$ cat src/rtl/pcm_receiver_if.sv
// Receiver-side output bundle of the PCM deframer.
// The receiver drives it as master; downstream logic listens as slave.
interface pcm_receiver_if;
    logic [7:0]  byte_o;
    logic        byte_valid_o;
    logic [15:0] byte_idx_o;
    logic        frame_start_o;
    logic        frame_end_o;
    logic        frame_err_o;
    logic        sync_loss_o;
    logic        locked_o;
    logic [31:0] frame_cnt_o;

    modport master (
        output byte_o, byte_valid_o, byte_idx_o,
        output frame_start_o, frame_end_o, frame_err_o,
        output sync_loss_o, locked_o, frame_cnt_o
    );

    modport slave (
        input byte_o, byte_valid_o, byte_idx_o,
        input frame_start_o, frame_end_o, frame_err_o,
        input sync_loss_o, locked_o, frame_cnt_o
    );
endinterface

$ cat src/rtl/pcm_receiver.sv
// Serial PCM frame receiver: syncs pcm_clk/pcm_data, hunts for the sync code,
// deframes MSB-first bytes and flywheels over isolated sync errors.
module pcm_receiver #(
    parameter int MISS_MAX = 3
) (
    input  logic        clk_i,
    input  logic        rst_i,
    input  logic        enable_i,
    input  logic        edge_i,
    input  logic [31:0] code_i,
    input  logic [1:0]  number_i,
    input  logic [15:0] length_i,
    input  logic        pcm_clk_i,
    input  logic        pcm_data_i,
    pcm_receiver_if.master rx
);

    typedef enum logic [1:0] {
        HUNT,
        DATA,
        VERIFY
    } state_t;

    state_t      state;
    logic [2:0]  pclk_q;
    logic [1:0]  pdat_q;
    logic [31:0] win;
    logic [5:0]  cnt;
    logic [7:0]  miss;
    logic [15:0] idx;
    logic        vpend;
    logic [31:0] cfg_code;
    logic [1:0]  cfg_num;
    logic [15:0] cfg_len;

    logic        rise;
    logic        fall;
    logic        take;
    logic        bit_in;
    logic [5:0]  w;
    logic [31:0] mask;
    logic [31:0] win_nx;
    logic        hit;
    logic        hit_nx;
    logic [15:0] last_idx;
    logic        hunt_ok;

    always_comb begin
        rise     = pclk_q[1] & ~pclk_q[2];
        fall     = ~pclk_q[1] & pclk_q[2];
        take     = edge_i ? rise : fall;
        bit_in   = pdat_q[1];
        w        = 6'd32 - {1'b0, cfg_num, 3'b000};
        mask     = 32'hFFFF_FFFF >> (6'd32 - w);
        win_nx   = {win[30:0], bit_in};
        hit      = (win & mask) == (cfg_code & mask);
        hit_nx   = (win_nx & mask) == (cfg_code & mask);
        last_idx = (cfg_len == 16'd0) ? 16'd0 : cfg_len - 16'd1;
        hunt_ok  = ({1'b0, cnt} + 7'd1) >= {1'b0, w};
    end

    // Two-stage synchronisers; pclk_q[2] is the extra edge-detect stage.
    always_ff @(posedge clk_i) begin
        if (rst_i) begin
            pclk_q <= '0;
            pdat_q <= '0;
        end else begin
            pclk_q <= {pclk_q[1:0], pcm_clk_i};
            pdat_q <= {pdat_q[0], pcm_data_i};
        end
    end

    always_ff @(posedge clk_i) begin
        if (rst_i) begin
            state            <= HUNT;
            win              <= '0;
            cnt              <= '0;
            miss             <= '0;
            idx              <= '0;
            vpend            <= 1'b0;
            cfg_code         <= code_i;
            cfg_num          <= number_i;
            cfg_len          <= length_i;
            rx.byte_o        <= '0;
            rx.byte_valid_o  <= 1'b0;
            rx.byte_idx_o    <= '0;
            rx.frame_start_o <= 1'b0;
            rx.frame_end_o   <= 1'b0;
            rx.frame_err_o   <= 1'b0;
            rx.sync_loss_o   <= 1'b0;
            rx.locked_o      <= 1'b0;
            rx.frame_cnt_o   <= '0;
        end else begin
            rx.byte_valid_o  <= 1'b0;
            rx.frame_start_o <= 1'b0;
            rx.frame_end_o   <= 1'b0;
            rx.frame_err_o   <= 1'b0;
            rx.sync_loss_o   <= 1'b0;
            if (!enable_i) begin
                state       <= HUNT;
                win         <= '0;
                cnt         <= '0;
                miss        <= '0;
                vpend       <= 1'b0;
                cfg_code    <= code_i;
                cfg_num     <= number_i;
                cfg_len     <= length_i;
                rx.locked_o <= 1'b0;
            end else begin
                unique case (state)
                    HUNT: begin
                        if (take) begin
                            win <= win_nx;
                            if (cnt != 6'd32)
                                cnt <= cnt + 6'd1;
                            if (hit_nx && hunt_ok) begin
                                rx.frame_start_o <= 1'b1;
                                idx              <= '0;
                                cnt              <= '0;
                                state            <= DATA;
                            end
                        end
                    end
                    DATA: begin
                        if (take) begin
                            win <= win_nx;
                            if (cnt[2:0] == 3'd7) begin
                                rx.byte_o       <= win_nx[7:0];
                                rx.byte_valid_o <= 1'b1;
                                rx.byte_idx_o   <= idx;
                                idx             <= idx + 16'd1;
                                cnt             <= '0;
                                if (idx == last_idx) begin
                                    rx.frame_end_o <= 1'b1;
                                    state          <= VERIFY;
                                end
                            end else begin
                                cnt <= cnt + 6'd1;
                            end
                        end
                    end
                    VERIFY: begin
                        if (vpend) begin
                            vpend <= 1'b0;
                            cnt   <= '0;
                            idx   <= '0;
                            if (hit) begin
                                miss             <= '0;
                                rx.locked_o      <= 1'b1;
                                rx.frame_cnt_o   <= rx.frame_cnt_o + 32'd1;
                                rx.frame_start_o <= 1'b1;
                                state            <= DATA;
                            end else if ((miss + 8'd1) < 8'(MISS_MAX)) begin
                                // Flywheel: trust the frame timing over one bad sync.
                                miss             <= miss + 8'd1;
                                rx.frame_err_o   <= 1'b1;
                                rx.frame_start_o <= 1'b1;
                                state            <= DATA;
                            end else begin
                                miss           <= '0;
                                win            <= '0;
                                rx.sync_loss_o <= 1'b1;
                                rx.locked_o    <= 1'b0;
                                cfg_code       <= code_i;
                                cfg_num        <= number_i;
                                cfg_len        <= length_i;
                                state          <= HUNT;
                            end
                        end else if (take) begin
                            win <= win_nx;
                            cnt <= cnt + 6'd1;
                            if ((cnt + 6'd1) == w)
                                vpend <= 1'b1;
                        end
                    end
                    default: state <= HUNT;
                endcase
            end
        end
    end

endmodule

$ cat src/flat_wrapper.sv
// flat-port wrapper written by rule: the top's interface ports become plain ports
module pcm_receiver_flat 
#(
    parameter int MISS_MAX = 3
)
  (clk_i, rst_i, enable_i, edge_i, code_i, number_i, length_i, pcm_clk_i, pcm_data_i, rx_byte_o, rx_byte_valid_o, rx_byte_idx_o, rx_frame_start_o, rx_frame_end_o, rx_frame_err_o, rx_sync_loss_o, rx_locked_o, rx_frame_cnt_o);
  pcm_receiver_if rx_i ();
  input  logic clk_i;
  input  logic rst_i;
  input  logic enable_i;
  input  logic edge_i;
  input  logic [31:0] code_i;
  input  logic [1:0] number_i;
  input  logic [15:0] length_i;
  input  logic pcm_clk_i;
  input  logic pcm_data_i;
  output wire logic [$bits(rx_i.byte_o)-1:0] rx_byte_o;
  output wire logic [$bits(rx_i.byte_valid_o)-1:0] rx_byte_valid_o;
  output wire logic [$bits(rx_i.byte_idx_o)-1:0] rx_byte_idx_o;
  output wire logic [$bits(rx_i.frame_start_o)-1:0] rx_frame_start_o;
  output wire logic [$bits(rx_i.frame_end_o)-1:0] rx_frame_end_o;
  output wire logic [$bits(rx_i.frame_err_o)-1:0] rx_frame_err_o;
  output wire logic [$bits(rx_i.sync_loss_o)-1:0] rx_sync_loss_o;
  output wire logic [$bits(rx_i.locked_o)-1:0] rx_locked_o;
  output wire logic [$bits(rx_i.frame_cnt_o)-1:0] rx_frame_cnt_o;
  assign rx_byte_o = rx_i.byte_o;
  assign rx_byte_valid_o = rx_i.byte_valid_o;
  assign rx_byte_idx_o = rx_i.byte_idx_o;
  assign rx_frame_start_o = rx_i.frame_start_o;
  assign rx_frame_end_o = rx_i.frame_end_o;
  assign rx_frame_err_o = rx_i.frame_err_o;
  assign rx_sync_loss_o = rx_i.sync_loss_o;
  assign rx_locked_o = rx_i.locked_o;
  assign rx_frame_cnt_o = rx_i.frame_cnt_o;
  pcm_receiver #(.MISS_MAX(MISS_MAX)) u_core (.clk_i(clk_i), .rst_i(rst_i), .enable_i(enable_i), .edge_i(edge_i), .code_i(code_i), .number_i(number_i), .length_i(length_i), .pcm_clk_i(pcm_clk_i), .pcm_data_i(pcm_data_i), .rx(rx_i));
endmodule
$ cat config.mk
export PLATFORM = sky130hd
export DESIGN_NAME = pcm_receiver_flat
export DESIGN_NICKNAME = d
export VERILOG_FILES = /design/src/rtl/pcm_receiver_if.sv /design/src/rtl/pcm_receiver.sv /design/src/flat_wrapper.sv
export SDC_FILE = /design/constraint.sdc
export NUM_CORES = 1
export LEC_CHECK = 0
export BUFFER_PORTS_ARGS = -buffer_cell sky130_fd_sc_hd__buf_4
export CAP_MARGIN = 15
export CORE_MARGIN = 8
export CORE_UTILIZATION = 62
export CTS_CLUSTER_SIZE = 14
export DETAILED_ROUTE_END_ITERATION = 10
export PLACE_DENSITY = 0.85
export SLEW_MARGIN = 0
export SYNTH_ARGS = -nofsm -noshare
export SYNTH_HDL_FRONTEND = slang
export SYNTH_SLANG_ARGS = --single-unit
export TNS_END_PERCENT = 50
$ cat constraint.sdc
create_clock -name clk_i -period 7.35 [get_ports clk_i]
set_input_delay 0.3675 -clock clk_i [delete_from_list [all_inputs] [get_ports clk_i]]
set_output_delay 0.3675 -clock clk_i [all_outputs]
set_load 0.01 [all_outputs]
Word-level counts from Yosys, hierarchy flattened. Cells that the tools add are included. Widths: inputs -> output; s select.

Register bits: 182. Bits of input ports: 56. Output and inout port bits: 62. Word-level logic and storage cells: 150.

$add $sub $neg: 8. $lt $le $gt $ge: 2. Eq/ne operators: 23. Shift operators: 1. Multiplexer cells: 64. Bitwise operators: 13. Reduce and logical (&&, ||, !) cells: 19.

Operator list (number): $mux 32 (10); $mux 16 (12); $and 32x32->32 (3); $eq 32x32->1 (2); $pmux 32 s2 (1); $pmux 16 s3 (1); $mux 6 (7); $add 32x1->32 const B (1); $shr 32x6->32 const A (1); $mux 2 (13); $pmux 6 s3 (1); $add 16x1->16 const B (1); $eq 16x16->1 (1); $logic_not 16->1 (1); $mux 8 (2); $sub 16x1->16 const B (1); $mux 1 (15); $ne 2x1->1 const B (7); $ne 3x3->1 const B (4); $reduce_and 4->1 (3); $reduce_or 5->1 (2); $add 8x1->8 const B (1); $lt 8x2->1 const B (1); $not 1->1 (8); 26 further kinds (31).

Longest topological paths before layout. Gate-level depths: netlist of run 1.

Depth in word-level cells: 10. Gate-level depth with buffers: 13. Depth with buffers taken out: 12.

Least setup slack after synthesis of run 1. No wires, ideal clock.

Path type: reg-to-reg. Start: register u_core.cfg_len[0]. End: register u_core.state[1]. Library setup time: 0.060 ns. Arrival time: 3.291 ns. Required time: 7.290 ns. Setup slack: 3.999 ns. Stages on the path, launching flop included: 12. Buffers on the path: 1. Clock period less this slack: 3.351 ns. Path through: edfxtp_1 > inv_1 > ha_1 > or4b_1 > buf_2 > o21a_1 > or4b_1 > o22a_1 > o32a_1 > or4b_1 > nor4_1 > o221a_1.

Longest elaborated chain between the ends: 5. Elaborated cells on any way between the ends: 6. Classes of those cells: 1 x add/sub; 2 x eq/ne; 1 x mux; 2 x reduce/logical.

Ends and longest elaborated chain: start: declaration (line pcm_receiver.sv:34) `logic [15:0] cfg_len;`; start signal: assignment (line pcm_receiver.sv:83) `cfg_len <= length_i;`; start signal: assignment (line pcm_receiver.sv:107) `cfg_len <= length_i;`; start signal: assignment (line pcm_receiver.sv:166) `cfg_len <= length_i;`; $sub 16x1->16 or $logic_not 16->1 (tied branches) (line pcm_receiver.sv:58) `last_idx = (cfg_len == 16'd0) ? 16'd0 : cfg_len - 16'd1;`; $mux 16 (*) (line pcm_receiver.sv:58); $eq 16x16->1 (*) (line pcm_receiver.sv:133) `if (idx == last_idx) begin`; $ne 2x1->1 (no line) (*); $reduce_and 6->1 (no line) (*); end signal: assignment (line pcm_receiver.sv:75) `state <= HUNT;`; end signal: assignment (line pcm_receiver.sv:135) `state <= VERIFY;`; end signal: assignment (line pcm_receiver.sv:152) `state <= DATA;`; end: declaration (line pcm_receiver.sv:24) `state_t state;`.

Every way passes the cells marked *; elsewhere a longest branch is shown, timed or not. A chain may end at the register's enable or synchronous reset.

Worst setup path in the final report of run 1.
Start: register u_core.cfg_num[0]. End: register u_core.idx[7].

Longest elaborated chain between the ends: 8. Elaborated cells on any way between the ends: 10. Classes of those cells: 2 x add/sub; 1 x order compare; 2 x eq/ne; 1 x shift; 2 x bitwise; 2 x reduce/logical.

Ends and longest elaborated chain: start: declaration (line pcm_receiver.sv:33) `logic [1:0] cfg_num;`; start signal: assignment (line pcm_receiver.sv:82) `cfg_num <= number_i;`; start signal: assignment (line pcm_receiver.sv:106) `cfg_num <= number_i;`; start signal: assignment (line pcm_receiver.sv:165) `cfg_num <= number_i;`; $sub 6x5->6 (*) (line pcm_receiver.sv:53) `w = 6'd32 - {1'b0, cfg_num, 3'b000};`; $sub 6x6->6 (line pcm_receiver.sv:54) `mask = 32'hFFFF_FFFF >> (6'd32 - w);`; $shr 32x6->32 (line pcm_receiver.sv:54); $and 32x32->32 (line pcm_receiver.sv:57) `hit_nx = (win_nx & mask) == (cfg_code & mask);`; $eq 32x32->1 (line pcm_receiver.sv:57); $logic_and 1x1->1 (*) (line pcm_receiver.sv:116) `if (hit_nx && hunt_ok) begin`; $ne 2x1->1 (no line) (*); $reduce_and 7->1 (no line) (*); end signal: assignment (line pcm_receiver.sv:131) `idx <= idx + 16'd1;`; end: declaration (line pcm_receiver.sv:30) `logic [15:0] idx;`.

Marks and branches as above.

==> flow_metrics.env, run 1 <==
export IMPL_outcome="complete, no violations"
export IMPL_multi_input_area_um2=4320
export IMPL_ys_seq_area_share_pct=47.5
export IMPL_p_leak_uw=0.00377
export IMPL_synth_xor_area_share_pct=10.2
export IMPL_wl_per_cell_um=16.8
export IMPL_synth_cell_type_count=70
export IMPL_layout_min_cycle_time_ns=3.97
export IMPL_reg2reg_depth=9
export IMPL_tns_ns=0
export IMPL_fmax_mhz=252
export IMPL_arrival_ns=4.26
export IMPL_yosys_register_bits=182
export IMPL_portBuffers=117
export IMPL_synth_top_cell_area_share_pct=30.3
export IMPL_finalWirelength_um=20500
export IMPL_die_h_um=135
export IMPL_drt_iter0_markers=632
export IMPL_r2r_end="u_core.idx[7]"
export IMPL_fillers=1018
export IMPL_final_area_um2=10300
export IMPL_setup_violations=0
export IMPL_synth_top_flop_cell="dfxtp_1"
export IMPL_htree_num_levels=4
export IMPL_async_flop_share_pct=0
export IMPL_min_from="code_i[31]"
export IMPL_cts_reportedPaths_clkPinSlew_ns=0.07
export IMPL_initial_core_util_pct=63.1
export IMPL_fp_coreArea_um2=13800
export IMPL_critical_path_class="reg2reg"
export IMPL_finalCritPeriodShare_pct=54.0
export IMPL_tritoncts="yes"
export IMPL_finalClockSkew_ns=0.00818
export IMPL_post_cts_setup_buffers=0
export IMPL_yosysWarnings=0
export IMPL_drv_cap=0
export IMPL_num_io_pins=118
export IMPL_diodes=0
export IMPL_synth_top_family_by_area="simple AND/OR/NAND/NOR gates"
export IMPL_vdd_drop_max_v=0.000210
export IMPL_syn_inst=935
export IMPL_min_path_type="in2reg"
export IMPL_rr_startpoint="u_core.cfg_num[0]"
export IMPL_cts_root_buf="clkbuf_16"
export IMPL_die_w_um=135
export IMPL_hpwl_um=14700
export IMPL_synth_common_cells="dfxtp_1, nor2_1, nand2_1, xnor2_1, a21oi_1"
export IMPL_detail_route_antenna_nets=0
export IMPL_cts_made_buffers=17
export IMPL_dr_pass1_iters=5
export IMPL_synth_fa_ha_area_share_pct=2.72
export IMPL_synth_compound_area_share_pct=14.3
export IMPL_place_gp_congestion=0.916
export IMPL_syn_to_final_growth_pct=18.0
export IMPL_synth_top_area_cell="dfxtp_1"
export IMPL_cts_max_path_buffers=2
export IMPL_cts_sinks=182
export IMPL_antenna_found_initial=0
export IMPL_crit_path_end_kind="flip-flop"
export IMPL_finish_utilization_pct=74.5
export IMPL_grt_pass1_wl_um=33800
export IMPL_critPathLaunchType="flip-flop"
export IMPL_synth_cell_area_um2=8730
export IMPL_dpl_cell_area_um2=9700
export IMPL_num_rows=43
export IMPL_synth_enable_flop_cells=50
export IMPL_cellPowerDensity_nw_per_um2=201
export IMPL_worst_path_max_fanout=13
export IMPL_cp_data_required_time_ns=7.64
export IMPL_slew_violations=0
export IMPL_drive_gt1_share_pct=15.8
export IMPL_rsz0062_at_grt="false"
export IMPL_grt_overflow_total=0
export IMPL_worst_slew_pin_slew_ns=1.16
export IMPL_avgSynthCellArea_um2=9.34
export IMPL_die_area_um2=18100
export IMPL_grt_usage_pct=22.8
export IMPL_min_to="u_core.cfg_code[31]"
export IMPL_grt_max_degree=70
export IMPL_synth_nets=1010
export IMPL_layout_nets=1104
export IMPL_yosys_area_share_simple_pct=21.0
export IMPL_dr_total_vias=7271
export IMPL_drcViolationCount=0
export IMPL_cts_hold_buf=0
export IMPL_synth_most_common_cell="dfxtp_1"
export IMPL_cts_resized=0
export IMPL_muxShareOfSynthArea_pct=0.917
export IMPL_dp_slack_ns=3.50
export IMPL_grt_pass1_vias=6899
export IMPL_worstSkewPairLatency_ns=0.44
export IMPL_holdPathStages=1
export IMPL_maxSlewHeadroom_pct=22.5
export IMPL_setup_ws_ns=3.38
export IMPL_final_hold_violation_count=0
export IMPL_synth_area_leaders="dfxtp_1, edfxtp_1, xnor2_1"
export IMPL_seq_area_um2=4140
export IMPL_vias_per_cell=5.95
export IMPL_reg2reg_slack_ns=3.38
-- sequential cells by signal, summed over array words and instances, names as in the netlist --
name and cells:
u_core.rx.frame_start_o 1, u_core.cfg_code 32, u_core.rx.byte_valid_o 1, u_core.idx 16
u_core.win 32, u_core.cfg_len 16, u_core.rx.byte_o 8, u_core.rx.frame_cnt_o 32
u_core.miss 8, u_core.pclk_q 3, u_core.rx.locked_o 1, u_core.cnt 6
u_core.state 2, u_core.rx.frame_end_o 1, u_core.cfg_num 2, u_core.rx.byte_idx_o 16
u_core.pdat_q 2, u_core.rx.frame_err_o 1, u_core.rx.sync_loss_o 1, u_core.vpend 1
-- cells in the final DEF, fill, tap and decap left out, types with 19 or more instances in the layout --
cell	instances
nor3_1	23
xor2_1	36
or3_1	21
a22oi_1	33
buf_4	122
and3_1	22
xnor2_1	66
ha_1	19
a21oi_1	61
nor2_1	88
o21ai_0	26
edfxtp_1	50
dfxtp_1	132
nand3_1	43
nand2_1	84
inv_1	26
-- per-stage QoR --
step | hold slack [ns] | power, uW | cells
2_1_floorplan | 0.414 | 1160 | 935
3_3_place_gp | 0.422 | 1210 | 1189
3_5_place_dp | 0.445 | 1210 | 1189
4_1_cts | 0.0919 | 2090 | 1221
5_1_grt | 0.0807 | 2140 | 1222
6_report | 0.102 | 2070 | 1222
-- logic make-up after synthesis --
family | after synthesis
mux | 8
simple gates | 363
xor+xnor | 102
flops | 182
fa+ha+maj | 19
compound gates | 187
buf+inv | 74
-- where the power goes --
group / leakage (uW) / switching (uW) / internal [uW]
sequential: 0.00157 / 21.6 / 1050
clock: 0.000287 / 417 / 468
combinational: 0.00191 / 60.0 / 54.0
-- worst max-delay path, cell delays in order, from the launching register on --
cell and delay (ns):
edfxtp_1 0.42, ha_1 0.26, nor2_1 0.06, a2111o_1 0.41, a2111oi_0 0.44, o311ai_1 0.30
o31ai_1 0.57, nand2_1 0.45, o21bai_1 0.80, nor2_1 0.11
-- routing by layer --
metal	up-vias	global-route usage (%)	part of all wire (%)
met5	-	0	0
met2	255	38.5	50
met4	0	9.36	2.9
li1	3559	-	-
met1	3412	26.8	41
met3	45	5.98	5.5
-- worst max path at each step --
| stage | slack, ns | end | from |
|---|---|---|---|
| 2_1_floorplan | 4.00 | u_core.state[1] | u_core.cfg_len[0] |
| 3_3_place_gp | 3.57 | u_core.idx[1] | u_core.cfg_num[0] |
| 3_5_place_dp | 3.50 | u_core.idx[1] | u_core.cfg_num[0] |
| 4_1_cts | 3.46 | u_core.idx[7] | u_core.cfg_num[0] |
| 5_1_grt | 3.03 | u_core.idx[0] | u_core.cfg_num[0] |
| 6_report | 3.38 | u_core.idx[7] | u_core.cfg_num[0] |
-- cell type report --
class,instances,share of cell area [%]
clock buffers,18,4.37
clock inverters,14,1.30
inverters,26,0.947
multi-input cells,679,41.9
flip-flops and latches,182,40.2
well taps,180,2.19
repair buffers,123,9.08
Note: power is estimated with default switching activity, not from simulation.
==> run 2: changes to the inputs <==
--- a/config.mk
+++ b/config.mk
@@ -5,13 +5,14 @@
 export SDC_FILE = /design/constraint.sdc
 export NUM_CORES = 1
 export LEC_CHECK = 0
+export ABC_AREA = 1
 export BUFFER_PORTS_ARGS = -buffer_cell sky130_fd_sc_hd__buf_4
 export CAP_MARGIN = 15
 export CORE_MARGIN = 8
-export CORE_UTILIZATION = 62
+export CORE_UTILIZATION = 59
 export CTS_CLUSTER_SIZE = 14
 export DETAILED_ROUTE_END_ITERATION = 10
-export PLACE_DENSITY = 0.85
+export PLACE_DENSITY = 0.8
 export SLEW_MARGIN = 0
 export SYNTH_ARGS = -nofsm -noshare
 export SYNTH_HDL_FRONTEND = slang
==> constraint.sdc (replaced) <==
create_clock -name clk_i -period 3.8 [get_ports clk_i]
set_input_delay 0.19 -clock clk_i [delete_from_list [all_inputs] [get_ports clk_i]]
set_output_delay 0.19 -clock clk_i [all_outputs]
set_load 0.01 [all_outputs]
==> run 2 against run 1 <==
  * Total power rose by 99%
  * Global-route usage rose by 2.3 points
  * Clock-buffer cell count rose by 6
  * Maximum frequency rose by 27%
  * Worst hold slack improved by 0.091 ns
  * Wire length rose by 33%
  * Cell area rose by 18%
  * Flip-flop and latch count did not move
  * Largest power group unchanged
  * Clock power rose by 91%
  * Highest routed layer unchanged
==> flow_metrics.env, run 2 <==
export IMPL_final_hold_violation_count=0
export IMPL_synth_most_common_cell="nand2_1"
export IMPL_num_rows=48
export IMPL_vdd_drop_max_v=0.000313
export IMPL_reg_top3="u_core.cfg_code (32), u_core.rx.frame_cnt_o (32), u_core.win (32)"
export IMPL_setup_violations=0
export IMPL_ys_seq_area_share_pct=40.7
export IMPL_syn_to_final_growth_pct=19.6
export IMPL_dr_total_vias=9975
export IMPL_grt_overflow_total=0
export IMPL_finalCritPeriodShare_pct=82.2
export IMPL_die_area_um2=21700
export IMPL_yosys_register_bits=182
export IMPL_worstSkewPairLatency_ns=0.43
export IMPL_portBuffers=117
export IMPL_place_gp_congestion=0.968
export IMPL_final_cell_mix="nand2_1, nor2_1, inv_1"
export IMPL_yosysWarnings=0
export IMPL_fp_coreArea_um2=17100
export IMPL_outcome="complete, no violations"
export IMPL_die_w_um=147
export IMPL_critPathLaunchType="flip-flop"
export IMPL_synth_cell_area_um2=10200
export IMPL_async_flop_share_pct=0
export IMPL_dr_pass1_iters=5
export IMPL_cts_resized=0
export IMPL_synth_nets=1469
export IMPL_cts_max_path_buffers=2
export IMPL_finalClockSkew_ns=0.00915
export IMPL_rsz0062_at_grt="false"
export IMPL_cts_root_buf="clkbuf_16"
export IMPL_cellPowerDensity_nw_per_um2=339
export IMPL_synth_area_leaders="dfxtp_1, edfxtp_1, nand2_1"
export IMPL_p_leak_uw=0.00491
export IMPL_grt_max_degree=51
export IMPL_grt_pass1_wl_um=45100
export IMPL_tritoncts="yes"
export IMPL_die_h_um=147
export IMPL_final_common_cell="nand2_1"
export IMPL_finish_utilization_pct=71.3
export IMPL_cp_data_required_time_ns=4.16
export IMPL_vias_per_cell=5.63
export IMPL_grt_pass1_vias=9254
export IMPL_cts_sinks=182
export IMPL_initial_core_util_pct=59.6
export IMPL_maxSlewHeadroom_pct=40.4
export IMPL_worst_slew_pin_slew_ns=0.893
export IMPL_crit_path_end_kind="flip-flop"
export IMPL_avgSynthCellArea_um2=7.30
export IMPL_synth_top_area_cell="dfxtp_1"
export IMPL_cts_reportedPaths_clkPinSlew_ns=0.06
export IMPL_finalWirelength_um=27300
export IMPL_min_path_type="in2reg"
export IMPL_setup_ws_ns=0.677
export IMPL_synth_top_cell_area_share_pct=26.0
export IMPL_layout_min_cycle_time_ns=3.12
export IMPL_synth_cell_type_count=46
export IMPL_syn_inst=1394
export IMPL_slew_violations=0
export IMPL_drv_cap=0
export IMPL_cts_made_buffers=17
export IMPL_tns_ns=0
export IMPL_num_io_pins=118
export IMPL_layout_nets=1609
export IMPL_htree_num_levels=4
export IMPL_grt_usage_pct=25.0
export IMPL_detail_route_antenna_nets=0
export IMPL_fmax_mhz=320
export IMPL_fillers=1333
export IMPL_antenna_found_initial=0
export IMPL_drive_gt1_share_pct=11.4
export IMPL_synth_enable_flop_cells=50
export IMPL_wl_per_cell_um=15.4
export IMPL_diodes=0
export IMPL_arrival_ns=3.49
export IMPL_dp_slack_ns=0.703
export IMPL_drt_iter0_markers=1115
export IMPL_synth_common_cells="nand2_1, nor2_1, inv_1, dfxtp_1, a21oi_1"
export IMPL_hpwl_um=18700
export IMPL_synth_top_flop_cell="dfxtp_1"
export IMPL_worst_path_max_fanout=30
export IMPL_critical_path_class="reg2reg"
export IMPL_drcViolationCount=0
run 2: kinds of logic after synthesis:
logic type	after synthesis	synth area share [%]
AO/OA/AOI/OAI	225	12.6
XOR/XNOR	71	6.11
adder cells (fa/ha/maj)	19	2.34
buffers and inverters	201	8.32
flip-flops	182	40.7
AND/OR/NAND/NOR	696	29.9
run 2: worst paths after layout:
| path | slack (ns) | cells after the start | start | endpoint |
|---|---|---|---|---|
| min reg2reg | 0.42 | 2 | u_core.pclk_q[0] | u_core.pclk_q[1] |
| max reg2reg | 0.68 | 13 | u_core.cfg_num[0] | u_core.rx.frame_cnt_o[0] |
| min | 0.19 | 2 | rst_i | u_core.rx.frame_cnt_o[0] |
| max | 0.68 | 13 | u_core.cfg_num[0] | u_core.rx.frame_cnt_o[0] |
run 2: area by class of cell:
class	instances	area (um2)	share of cell area (%)
Multi-Input combinational cell	1011	5180	42.6
Sequential cell	182	4140	34.1
Timing Repair Buffer	177	1460	12.0
Inverter	145	544	4.47
Clock buffer	24	479	3.94
Tap cell	225	282	2.31
Clock inverter	8	73.8	0.607
run 2: through the flow:
| stage | total power, uW | cell area (um2) | hold WS, ns | cells |
|---|---|---|---|---|
| after floorplan | 2320 | 10200 | 0.289 | 1394 |
| after global placement | 2420 | 11100 | 0.368 | 1688 |
| after detailed placement | 2430 | 11100 | 0.369 | 1688 |
| after CTS | 4130 | 12200 | 0.202 | 1772 |
| after global routing | 4250 | 12200 | 0.246 | 1772 |
| final | 4130 | 12200 | 0.193 | 1772 |
run 2: where the power goes:
| part | switching, uW | leakage (uW) | total [uW] | internal, uW |
|---|---|---|---|---|
| Combinational | 192 | 0.00307 | 351 | 160 |
| Clock | 739 | 0.000267 | 1690 | 949 |
| Sequential | 41.4 | 0.00157 | 2090 | 2040 |
run 2: metal layers:
metal / vias up / share of wire (%) / GRT usage, %
li1: 4925 / - / -
met4: 0 / 1.6 / 7.85
met5: - / 0 / 0
met3: 41 / 8.0 / 5.57
met2: 429 / 46 / 40.1
met1: 4580 / 44 / 32.9
run 2: timing repair:
item / 4_1_cts / 5_1_grt
hold endpoints to repair: 52 / 0
hold buffers: 52 / 0
setup buffers: 0 / 0
run 2: worst max-delay path: stages, from the launching register on:
cell and delay, ns:
edfxtp_1 0.45, inv_1 0.11, ha_1 0.58, nand2_1 0.18, inv_1 0.11, o21ai_1 0.06
nor3_1 0.20, nand3_1 0.11, nor2_1 0.14, nand2_2 0.12, inv_2 0.08, nand3_2 0.47
xor2_1 0.32, nor2_1 0.10
==> run 3: changes to the inputs <==
--- a/config.mk
+++ b/config.mk
@@ -5,11 +5,11 @@
 export SDC_FILE = /design/constraint.sdc
 export NUM_CORES = 1
 export LEC_CHECK = 0
-export ABC_AREA = 1
+export ABC_AREA = 0
 export BUFFER_PORTS_ARGS = -buffer_cell sky130_fd_sc_hd__buf_4
 export CAP_MARGIN = 15
 export CORE_MARGIN = 8
-export CORE_UTILIZATION = 59
+export CORE_UTILIZATION = 58
 export CTS_CLUSTER_SIZE = 14
 export DETAILED_ROUTE_END_ITERATION = 10
 export PLACE_DENSITY = 0.8
==> constraint.sdc (replaced) <==
create_clock -name clk_i -period 2.94 [get_ports clk_i]
set_input_delay 0.147 -clock clk_i [delete_from_list [all_inputs] [get_ports clk_i]]
set_output_delay 0.147 -clock clk_i [all_outputs]
set_load 0.01 [all_outputs]
==> run 3 against run 2 <==
  * The flow now finishes with violations (setup timing)
  * Sequential power rose by 28%
  * Cell area barely moved
  * Flip-flop and latch count did not move
  * Non-clock buffer count rose by 114
  * Register-to-register slack got worse by 1.1 ns
  * Sequential share of layout area barely moved
  * Combinational power rose by 41%
  * Worst setup slack got worse by 1.1 ns
  * Global-route usage rose by 0.077 points
  * Critical path depth fell by 2
  * Worst hold slack got worse by 0.074 ns
==> flow_metrics.env, run 3 (synthesis gave the netlist of run 1 again) <==
export IMPL_drt_iter0_markers=690
export IMPL_failed_checks="setup timing"
export IMPL_wl_per_cell_um=18.5
export IMPL_fillers=851
export IMPL_sw_frac_of_total_pct=23.2
export IMPL_p_leak_uw=0.00465
export IMPL_num_io_pins=118
export IMPL_cellPowerDensity_nw_per_um2=457
export IMPL_arrival_ns=3.74
export IMPL_setup_violations=5
export IMPL_min_path_type="in2reg"
export IMPL_drv_cap=0
export IMPL_final_common_cell="buf_4"
export IMPL_grt_usage_pct=25.1
export IMPL_die_area_um2=19200
export IMPL_grt_pass1_vias=8124
export IMPL_intPower_uw=4270
export IMPL_pwr_share_comb_pct=8.9
export IMPL_cp_slowest_stage_delay_ns=0.53
export IMPL_r2r_end="u_core.state[0]"
export IMPL_worstSkewPairLatency_ns=0.44
export IMPL_layout_nets=1272
export IMPL_critPathSlowestCell="or4b_1"
export IMPL_critPathLaunchType="flip-flop"
export IMPL_drcViolationCount=0
export IMPL_tritoncts="yes"
export IMPL_rsz0062_at_grt="true"
export IMPL_reg2reg_slack_ns=-0.42
export IMPL_crit_buf_inv=2
export IMPL_fin_hold_ws_ns=0.119
export IMPL_cts_made_buffers=17
export IMPL_cts_reportedPaths_clkPinSlew_ns=0.07
export IMPL_grt_overflow_total=0
export IMPL_htree_num_levels=4
export IMPL_vias_per_cell=5.93
export IMPL_vdd_drop_max_v=0.000401
export IMPL_min_to="u_core.rx.byte_valid_o"
export IMPL_cts_root_buf="clkbuf_16"
export IMPL_place_gp_congestion=0.902
export IMPL_antenna_found_initial=0
export IMPL_power_frac_seq_pct=48.1
export IMPL_finalWirelength_um=25900
export IMPL_grt_pass1_wl_um=39900
export IMPL_path_cells="inv_1 -> ha_2 -> or4b_4 -> or4_4 -> a22oi_2 -> xnor2_2 -> buf_4 -> a2111oi_4 -> o311ai_2 -> or4b_1 -> nand3_1"
export IMPL_grt_max_degree=70
export IMPL_crit_path_end_kind="flip-flop"
export IMPL_dr_pass1_iters=5
export IMPL_reg_top3="u_core.cfg_code (32), u_core.rx.frame_cnt_o (32), u_core.win (32)"
export IMPL_die_h_um=139
export IMPL_dp_slack_ns=-0.556
export IMPL_rr_startpoint="u_core.cfg_len[0]"
export IMPL_tns_ns=-1.30
export IMPL_syn_to_final_growth_pct=39.4
export IMPL_setup_ws_ns=-0.422
export IMPL_cp_top_family="simple AND/OR/NAND/NOR gates"
export IMPL_initial_core_util_pct=58.3
export IMPL_outcome="complete, but fails checks"
export IMPL_final_area_um2=12200
export IMPL_worst_slew_pin_slew_ns=0.938
export IMPL_detail_route_antenna_nets=0
export IMPL_diodes=0
export IMPL_min_from="enable_i"
export IMPL_cts_max_path_buffers=2
export IMPL_dpl_cell_area_um2=10400
export IMPL_dr_total_vias=8296
export IMPL_drive_gt1_share_pct=27.4
export IMPL_layout_min_cycle_time_ns=3.36
export IMPL_hpwl_um=15700
export IMPL_slew_violations=0
export IMPL_worst_path_max_fanout=6
export IMPL_critical_path_class="reg2reg"
export IMPL_finalCritPeriodShare_pct=114
export IMPL_cts_sinks=182
export IMPL_fmax_mhz=297
export IMPL_p_switching_uw=1290
export IMPL_portBuffers=117
export IMPL_power_frac_clock_pct=43.0
export IMPL_cp_data_required_time_ns=3.32
export IMPL_final_cell_mix="buf_4, dfxtp_1, nor2_1"
export IMPL_final_hold_violation_count=0
export IMPL_die_w_um=139
export IMPL_num_rows=45
export IMPL_finalClockSkew_ns=0.0108
export IMPL_reg2reg_depth=11
export IMPL_fp_coreArea_um2=15000
export IMPL_holdPathStages=3
export IMPL_maxSlewHeadroom_pct=37.0
-- run 3: changes by cell type in the layout (fill, tap and decap cells not counted), sizes merged, moves of 48 or more --
cell	delta
inv	-110
nand3	-58
a21oi	-50
xnor2	+48
buf	+113
nand2	-249
nand4	-49
nor2	-60
-- run 3: worst max-delay path by stage --
stage	startpoint	to	slack (ns)	cells after the start
2_1_floorplan	u_core.cfg_len[0]	u_core.state[1]	-0.41	11
3_3_place_gp	u_core.cfg_len[1]	u_core.state[1]	-0.47	10
3_5_place_dp	u_core.cfg_len[1]	u_core.state[1]	-0.56	10
4_1_cts	u_core.cfg_len[1]	u_core.state[1]	-0.34	10
5_1_grt	u_core.cfg_len[1]	u_core.state[1]	-0.54	10
6_report	u_core.cfg_len[0]	u_core.state[0]	-0.42	11
-- run 3: power by group through the flow --
stage | registers (uW) | logic (uW) | clock network [uW]
finish | 2670 | 495 | 2390
global route | 2680 | 526 | 2510
CTS | 2670 | 431 | 2400
detailed placement | 2720 | 357 | 0
global placement | 2720 | 354 | 0
floorplan | 2720 | 186 | 0
-- run 3: cell type report --
cell class | count | area, um2 | share of cell area, %
Inverter | 26 | 103 | 0.843
Multi-Input combinational cell | 679 | 4710 | 38.7
Tap cell | 188 | 235 | 1.93
Clock buffer | 21 | 487 | 4.00
Timing Repair Buffer | 291 | 2360 | 19.4
Sequential cell | 182 | 4150 | 34.1
Clock inverter | 11 | 130 | 1.07
-- run 3: per-layer routing --
metal	vias up	routed length [um]	global-route usage [%]
li1	3890	-	-
met1	3956	10100	27.5
met2	364	13500	44.8
met3	86	1380	4.65
met4	0	915	14.5
met5	-	0	0
-- run 3: metrics by stage --
stage	std cells	utilization [%]	power [uW]
after floorplan	935	-	2910
after global placement	1290	69.6	3080
after detailed placement	1290	69.6	3080
after CTS	1381	78.4	5500
after global routing	1398	81.3	5720
final	1398	81.3	5560
-- run 3: worst reg2reg max path, delay by kind of cell (launching register included) --
kind | cells | cell delay, ns
XOR/XNOR | 1 | 0.11
flip-flops | 1 | 0.40
buffers and inverters | 2 | 0.24
AND/OR/NAND/NOR | 4 | 1.65
adder cells (fa/ha/maj) | 1 | 0.17
AO/OA/AOI/OAI | 3 | 0.74
-- run 3: repair_timing --
action,CTS,global route
setup endpoints to repair,44,51
gates cloned,0,1
gates resized for setup,26,57
hold endpoints to repair,52,0
pin swaps,8,27
setup buffers,7,16
hold buffers,52,0
